**config.mk**
```make
export PLATFORM = sky130hd
export DESIGN_NAME = i2c_config_sequencer
export DESIGN_NICKNAME = d
export VERILOG_FILES = /design/src/rtl/i2c_config_sequencer.sv
export SDC_FILE = /design/constraint.sdc
export NUM_CORES = 1
export LEC_CHECK = 0
export ABC_CLOCK_PERIOD_IN_PS = 6360
export CORE_MARGIN = 3
export CORE_UTILIZATION = 30
export DETAILED_ROUTE_END_ITERATION = 7
export PLACE_DENSITY = 0.53
export SLEW_MARGIN = 0
export SYNTH_ARGS = -nofsm -noshare
export SYNTH_HDL_FRONTEND = slang
export SYNTH_SLANG_ARGS = --single-unit
export TNS_END_PERCENT = 50
```
**constraint.sdc**
```tcl
create_clock -name clk -period 6.36 [get_ports clk]
set_input_delay 1.272 -clock clk [delete_from_list [all_inputs] [get_ports clk]]
set_output_delay 1.272 -clock clk [all_outputs]
set_load 0.05 [all_outputs]
```
**src/rtl/i2c_config_sequencer.sv**
```systemverilog
// rtl/i2c_config_sequencer.sv - sequences a table of 16-bit register writes through the I2C bus master
// One transfer at a time: load word, pulse begin_transmition, wait for completion, retry on timeout.
module i2c_config_sequencer #(
   parameter int         NUM_REGS       = 11,
   parameter logic [6:0] DEV_ADDR       = 7'h1A,
   parameter int         STARTUP_CYCLES = 1024,
   parameter int         GAP_CYCLES     = 64,
   parameter int         TIMEOUT_CYCLES = 8192,
   parameter int         MAX_RETRIES    = 3
) (
   input  logic        clk,
   input  logic        rst,
   input  logic        start,
   output logic [7:0]  tbl_index,
   input  logic [15:0] tbl_data,
   output logic        begin_transmition,
   output logic [15:0] dataToSend,
   output logic [6:0]  Receiver_address,
   output logic        r_w,
   input  logic        transmition_over,
   output logic        busy,
   output logic        done,
   output logic        error,
   output logic [7:0]  err_index
);

   localparam logic [2:0] S_IDLE    = 3'd0;
   localparam logic [2:0] S_STARTUP = 3'd1;
   localparam logic [2:0] S_LOAD    = 3'd2;
   localparam logic [2:0] S_ASSERT  = 3'd3;
   localparam logic [2:0] S_WAIT    = 3'd4;
   localparam logic [2:0] S_GAP     = 3'd5;
   localparam logic [2:0] S_DONE    = 3'd6;
   localparam logic [2:0] S_ERROR   = 3'd7;

   localparam logic [15:0] STARTUP_LAST = 16'(STARTUP_CYCLES - 1);
   localparam logic [15:0] GAP_LAST     = 16'(GAP_CYCLES - 1);
   localparam logic [15:0] TIMEOUT_LAST = 16'(TIMEOUT_CYCLES - 1);
   localparam logic [7:0]  LAST_INDEX   = 8'(NUM_REGS - 1);
   localparam logic [2:0]  RETRY_LIMIT  = 3'(MAX_RETRIES);

   logic [2:0]  state;
   logic [15:0] cnt;
   logic [2:0]  retry;
   logic        resend;
   logic [2:0]  retry_next;

   assign Receiver_address = DEV_ADDR;
   assign r_w              = 1'b0;
   assign retry_next       = retry + 3'd1;

   // begin_transmition is a flop so the bus master sees a clean falling edge
   always_ff @(posedge clk or posedge rst) begin
      if (rst) begin
         state             <= S_IDLE;
         cnt               <= 16'd0;
         retry             <= 3'd0;
         resend            <= 1'b0;
         tbl_index         <= 8'd0;
         dataToSend        <= 16'd0;
         begin_transmition <= 1'b0;
         busy              <= 1'b0;
         done              <= 1'b0;
         error             <= 1'b0;
         err_index         <= 8'd0;
      end else begin
         case (state)
            S_IDLE, S_DONE, S_ERROR: begin
               if (start) begin
                  state     <= S_STARTUP;
                  cnt       <= 16'd0;
                  tbl_index <= 8'd0;
                  retry     <= 3'd0;
                  resend    <= 1'b0;
                  done      <= 1'b0;
                  error     <= 1'b0;
                  busy      <= 1'b1;
               end
            end
            S_STARTUP: begin
               if (cnt == STARTUP_LAST) begin
                  state <= S_LOAD;
               end else begin
                  cnt <= cnt + 16'd1;
               end
            end
            S_LOAD: begin
               dataToSend        <= tbl_data;
               begin_transmition <= 1'b1;
               cnt               <= 16'd0;
               state             <= S_ASSERT;
            end
            S_ASSERT: begin
               if (cnt == 16'd1) begin
                  begin_transmition <= 1'b0;
                  cnt               <= 16'd0;
                  state             <= S_WAIT;
               end else begin
                  cnt <= cnt + 16'd1;
               end
            end
            S_WAIT: begin
               // a completion arriving in the timeout cycle still wins
               if (transmition_over) begin
                  retry <= 3'd0;
                  cnt   <= 16'd0;
                  if (tbl_index == LAST_INDEX) begin
                     state <= S_DONE;
                     done  <= 1'b1;
                     busy  <= 1'b0;
                  end else begin
                     state     <= S_GAP;
                     tbl_index <= tbl_index + 8'd1;
                     resend    <= 1'b0;
                  end
               end else if (cnt == TIMEOUT_LAST) begin
                  retry <= retry_next;
                  cnt   <= 16'd0;
                  if (retry_next == RETRY_LIMIT) begin
                     state     <= S_ERROR;
                     error     <= 1'b1;
                     busy      <= 1'b0;
                     err_index <= tbl_index;
                  end else begin
                     state  <= S_GAP;
                     resend <= 1'b1;
                  end
               end else begin
                  cnt <= cnt + 16'd1;
               end
            end
            S_GAP: begin
               if (cnt == GAP_LAST) begin
                  cnt <= 16'd0;
                  if (resend) begin
                     state             <= S_ASSERT;
                     begin_transmition <= 1'b1;
                  end else begin
                     state <= S_LOAD;
                  end
               end else begin
                  cnt <= cnt + 16'd1;
               end
            end
            default: begin
               state <= S_IDLE;
            end
         endcase
      end
   end

endmodule
```
==> results of run 1 <==
-- state kept, by name, indices dropped and copies added (netlist names) --
register,flops
begin_transmition,1
dataToSend,16
busy,1
retry,3
err_index,8
done,1
tbl_index,8
cnt,16
state,3
resend,1
error,1
-- layer usage --
metal  wire [um]  global-route usage (%)  vias to the layer above
met4          49                    4.06                        0
met2        3150                    18.5                       68
met5           0                       0                        -
met3         422                    4.42                        5
met1        3330                    17.2                     1174
li1            -                       -                     1183
-- cell usage after synthesis, types with 6 or more instances --
master   number  share of area [%]
ha_1          6                2.4
nor2_1       28                3.3
dfrtp_1      59                 47
a21oi_1       7                1.1
buf_4         9                2.1
mux2_2       25                8.9
xor2_1        8                2.2
nor3_1        7                1.1
nand2_1      23                2.7
o21ai_0      23                3.7
nand4_1       9                1.8
inv_1         7               0.83
nand3_1       7                1.1
-- placed cells by master (no fill, tap or decap), drive strengths merged, types with 2 or more instances in the layout --
master / netlist / layout
conb: 2 / 8
a22o: 4 / 4
a31oi: 4 / 4
clkinv: 0 / 3
nand2: 23 / 23
nand4: 10 / 10
nor4: 6 / 6
dfrtp: 59 / 59
bufinv: 0 / 3
o31ai: 3 / 3
and3: 4 / 4
nor3: 8 / 8
ha: 6 / 6
nand2b: 5 / 5
nand3b: 2 / 2
mux2i: 2 / 2
xor2: 8 / 8
nor3b: 3 / 3
mux2: 25 / 25
and2: 7 / 7
nor2b: 3 / 3
nand3: 8 / 8
nor2: 28 / 28
a21oi: 7 / 7
or3: 2 / 2
o21ai: 23 / 23
clkdlybuf4s50: 0 / 55
a211o: 2 / 2
a21o: 2 / 2
inv: 7 / 8
clkbuf: 5 / 9
-- where the power goes --
part	total (mW)	switching (mW)	internal (mW)
Clock	0.429	0.166	0.263
Sequential	0.549	0.0911	0.458
Combinational	0.772	0.485	0.287
Total	1.75	0.742	1.01
-- final timing paths --
| kind | from | end | slack (ns) | cells past startpoint |
|---|---|---|---|---|
| worst min-delay path | error | error | 0.49 | 1 |
| min in group asynchronous | rst | dataToSend[2] | 1.46 | 3 |
| max in group asynchronous | rst | tbl_index[1] | 4.40 | 3 |
| worst max-delay path | start | state[2] | 2.95 | 6 |
| worst max register to register | state[2] | state[2] | 3.50 | 6 |
| worst min register to register | error | error | 0.49 | 1 |
-- metrics by stage --
stage          util [%]  hold WS [ns]  power [mW]  cells  cell area, um^2
3_5_place_dp       37.6         0.475        1.33    476             3760
5_1_grt            40.1         0.513        1.87    492             4010
4_1_cts            40.1         0.492        1.77    492             4010
3_3_place_gp       37.6         0.473        1.33    476             3760
2_1_floorplan         -         0.479        1.14    309             3170
6_report           40.1         0.488        1.75    492             4010
-- critical path, cell delays in order --
cell and delay [ns]:
clkdlybuf4s50_1 0.60, inv_1 0.13, a32o_1 0.37, a31oi_1 0.85
nor2b_1 0.08, o2bb2a_1 0.33
-- area by class of cell --
type                            count  area share (%)
Clock buffer                        9            3.09
Clock inverter                      7            3.12
Inverter                            7           0.656
Multi-Input combinational cell    221            38.2
Sequential cell                    59            36.9
Tap cell                          133            4.15
Timing Repair Buffer               56            13.9
-- cells by family after synthesis --
group	synth area share, %
buf+inv	5.24
xor+xnor	2.50
simple gates	20.3
other cells	0.238
mux	9.57
flops	46.9
fa+ha+maj	2.38
compound gates	12.9
==> impl_metrics.env, run 1 <==
export IMPL_ant_nets=0
export IMPL_place_port_buffers=55
export IMPL_max_slew_margin_rel_pct=27.2
export IMPL_clkTransAtPathRegs_ns=0.07
export IMPL_multi_input_area_um2=1530
export IMPL_crit_type="in -> reg"
export IMPL_power_leakage_nw=1.71
export IMPL_critical_path_max_fanout=11
export IMPL_peakVddDrop_mv=0.205
export IMPL_track_usage_pct=12.6
export IMPL_syn_area_per_cell_um2=10.4
export IMPL_synth_edf_count=0
export IMPL_regArea_um2=1480
export IMPL_syn_inst=303
export IMPL_vias=2430
export IMPL_antenna_cells=0
export IMPL_chipWidth_um=108
export IMPL_synth_area_um2=3150
export IMPL_clock_sinks=59
export IMPL_h_tree_depth=3
export IMPL_drtPass1Iterations=4
export IMPL_grt_max_degree=60
export IMPL_cts_max_path_buffers=2
export IMPL_clock_skew_ns=0.00913
export IMPL_crit_path_start_kind="primary input"
export IMPL_clock_latency_ns=0.34
export IMPL_cts_resized_gates=0
export IMPL_area_growth_pct=27.2
export IMPL_start_util_pct=31.5
export IMPL_seq_area_frac_synth_pct=46.9
export IMPL_wl_per_cell_um=14.1
export IMPL_outcome="complete, no violations"
export IMPL_hold_viol=0
export IMPL_routabilityCongestion=0.787
export IMPL_finalSetupViolCount=0
export IMPL_cts_hold_buf=0
export IMPL_dp_slack_ns=2.62
export IMPL_max_freq_ghz=0.294
export IMPL_period_share_pct=53.6
export IMPL_core_area_um2=10000
export IMPL_die_h_um=108
export IMPL_routed_wirelength_mm=6.96
export IMPL_drtIter0Drc=128
export IMPL_cts_tree="yes"
export IMPL_drc=0
export IMPL_rsz0062_at_grt="no"
export IMPL_fin_nets=380
export IMPL_async_reset_ff_share_pct=100
export IMPL_drv_cap=0
export IMPL_fillers=1016
export IMPL_grt_pass1_vias=2309
export IMPL_synth_main_ff_cell="dfrtp_1"
export IMPL_worst_slack_ns=2.95
export IMPL_period_needed_ns=3.41
export IMPL_endpoint_kind="register"
export IMPL_cts_made_buffers=9
export IMPL_powerDensity_nw_per_um2=437
export IMPL_worstHoldPathType="reg -> reg"
export IMPL_placementRows=36
export IMPL_fin_setup_tns_ns=0
export IMPL_viasPerCell=4.94
export IMPL_dieArea_um2=11800
export IMPL_worst_slew_pin_slew_ns=1.09
export IMPL_io_pins=64
export IMPL_drive_gt1_share_pct=15.9
export IMPL_yosysUniqueCellTypes=61
export IMPL_cts_root_buf="clkbuf_8"
export IMPL_required_ns=6.58
export IMPL_report_final_slew_viol_count=0
export IMPL_arrival_ns=3.63
export IMPL_post_cts_buffers=0
export IMPL_grt_pass1_wl_mm=11.6
export IMPL_yosys_warnings=0
export IMPL_synth_seq_cells=59
export IMPL_overflow=0
export IMPL_dpl_hpwl_mm=4.75
export IMPL_antenna_found_initial=0
No activity file was read; power rests on OpenSTA's default activity.
==> run 2, diff against run 1 <==
ABC_CLOCK_PERIOD_IN_PS = 3200   (was 6360)
clock period = 3.2 ns   (was 6.36 ns; I/O delays follow)
==> impl_metrics.env, run 2 (synthesized netlist as in run 1, its figures left out) <==
export IMPL_rsz0062_at_grt="no"
export IMPL_dp_slack_ns=0.439
export IMPL_chipWidth_um=108
export IMPL_placementRows=36
export IMPL_critical_path_max_fanout=19
export IMPL_final_core_util_pct=40.1
export IMPL_r2r_cells=7
export IMPL_drc=0
export IMPL_routed_wirelength_mm=7.11
export IMPL_clkTransAtPathRegs_ns=0.07
export IMPL_worstHoldPathType="reg -> reg"
export IMPL_cts_resized_gates=0
export IMPL_clock_skew_ns=0.00794
export IMPL_clock_sinks=59
export IMPL_viasPerCell=4.92
export IMPL_dieArea_um2=11800
export IMPL_finalSetupViolCount=0
export IMPL_h_tree_depth=3
export IMPL_drive_gt1_share_pct=16.8
export IMPL_place_port_buffers=55
export IMPL_antenna_cells=0
export IMPL_hold_viol=0
export IMPL_grt_pass1_wl_mm=11.9
export IMPL_final_cell_mix="59 x dfrtp_1, 55 x clkdlybuf4s50_1, 28 x nor2_1, 25 x mux2_2"
export IMPL_holdWs_ns=0.497
export IMPL_start_util_pct=31.5
export IMPL_final_common_cell="dfrtp_1"
export IMPL_period_needed_ns=2.48
export IMPL_max_slew_margin_rel_pct=47.7
export IMPL_core_area_um2=10000
export IMPL_cts_made_buffers=9
export IMPL_reg_largest_list="cnt x16, dataToSend x16"
export IMPL_cts_max_path_buffers=2
export IMPL_outcome="complete, no violations"
export IMPL_endpoint_kind="register"
export IMPL_fin_nets=384
export IMPL_cts_root_buf="clkbuf_8"
export IMPL_powerDensity_nw_per_um2=844
export IMPL_wl_per_cell_um=14.3
export IMPL_crit_type="reg -> reg"
export IMPL_antenna_found_initial=0
export IMPL_overflow=0
export IMPL_placed_cells=480
export IMPL_period_share_pct=77.6
export IMPL_peakVddDrop_mv=0.388
export IMPL_cts_hold_buf=0
export IMPL_post_cts_buffers=0
export IMPL_worst_slack_ns=0.718
export IMPL_drtIter0Drc=116
export IMPL_holdPathStages=1
export IMPL_track_usage_pct=12.8
export IMPL_fin_setup_tns_ns=0
export IMPL_ant_nets=0
export IMPL_crit_path_start_kind="register"
export IMPL_required_ns=3.45
export IMPL_arrival_ns=2.73
export IMPL_clock_latency_ns=0.35
export IMPL_grt_max_degree=31
export IMPL_max_freq_ghz=0.403
export IMPL_die_h_um=108
export IMPL_drv_cap=0
export IMPL_routabilityCongestion=0.797
export IMPL_grt_pass1_vias=2342
export IMPL_area_growth_pct=27.4
export IMPL_io_pins=64
export IMPL_cts_tree="yes"
export IMPL_drtPass1Iterations=4
export IMPL_worst_slew_pin_slew_ns=0.785
export IMPL_power_leakage_nw=1.72
export IMPL_dpl_hpwl_mm=5.03
export IMPL_vias=2441
export IMPL_final_cells=496
export IMPL_report_final_slew_viol_count=0
-- run 2: final timing paths --
path	end	slack (ns)	from
max	cnt[10]	0.72	state[1]
min	error	0.50	error
max reg2reg	cnt[10]	0.72	state[1]
min reg2reg	error	0.50	error
max in group asynchronous	err_index[0]	1.88	rst
min in group asynchronous	dataToSend[7]	0.72	rst
-- run 2: routing by layer --
metal / global-route usage, % / part of all wire, % / vias to the layer above
met5: 0 / 0 / -
met4: 3.52 / 1.2 / 0
met3: 3.88 / 6.2 / 9
met2: 19.3 / 44 / 71
met1: 17.7 / 49 / 1170
li1: - / - / 1191
-- run 2: area by class of cell --
cell class / count / area (um^2)
repair buffers: 60 / 601
clock inverters: 4 / 47.5
multi-input cells: 221 / 1530
well taps: 133 / 166
fillers: 1011 / 5990
clock buffers: 12 / 165
flip-flops and latches: 59 / 1480
inverters: 7 / 26.3
-- run 2: worst max-delay path, cell delays in order (launching register included) --
cell,delay (ns)
dfrtp_1,0.72
nand2b_1,0.23
nor2_1,0.07
a32o_1,0.40
a31oi_1,0.48
buf_4,0.26
nand2_1,0.06
o21ai_0,0.18
-- run 2: stage by stage --
stage	power, mW	area (um^2)
6_report	3.39	4010
5_1_grt	3.61	4010
4_1_cts	3.43	4010
3_5_place_dp	2.69	3800
3_3_place_gp	2.68	3800
2_1_floorplan	2.27	3170
-- run 2: report_power, final --
group / leakage [nW] / internal [mW] / total [mW] / switching (mW)
Combinational: 0.836 / 0.600 / 1.58 / 0.976
Sequential: 0.772 / 0.912 / 1.09 / 0.179
Clock: 0.108 / 0.420 / 0.720 / 0.300
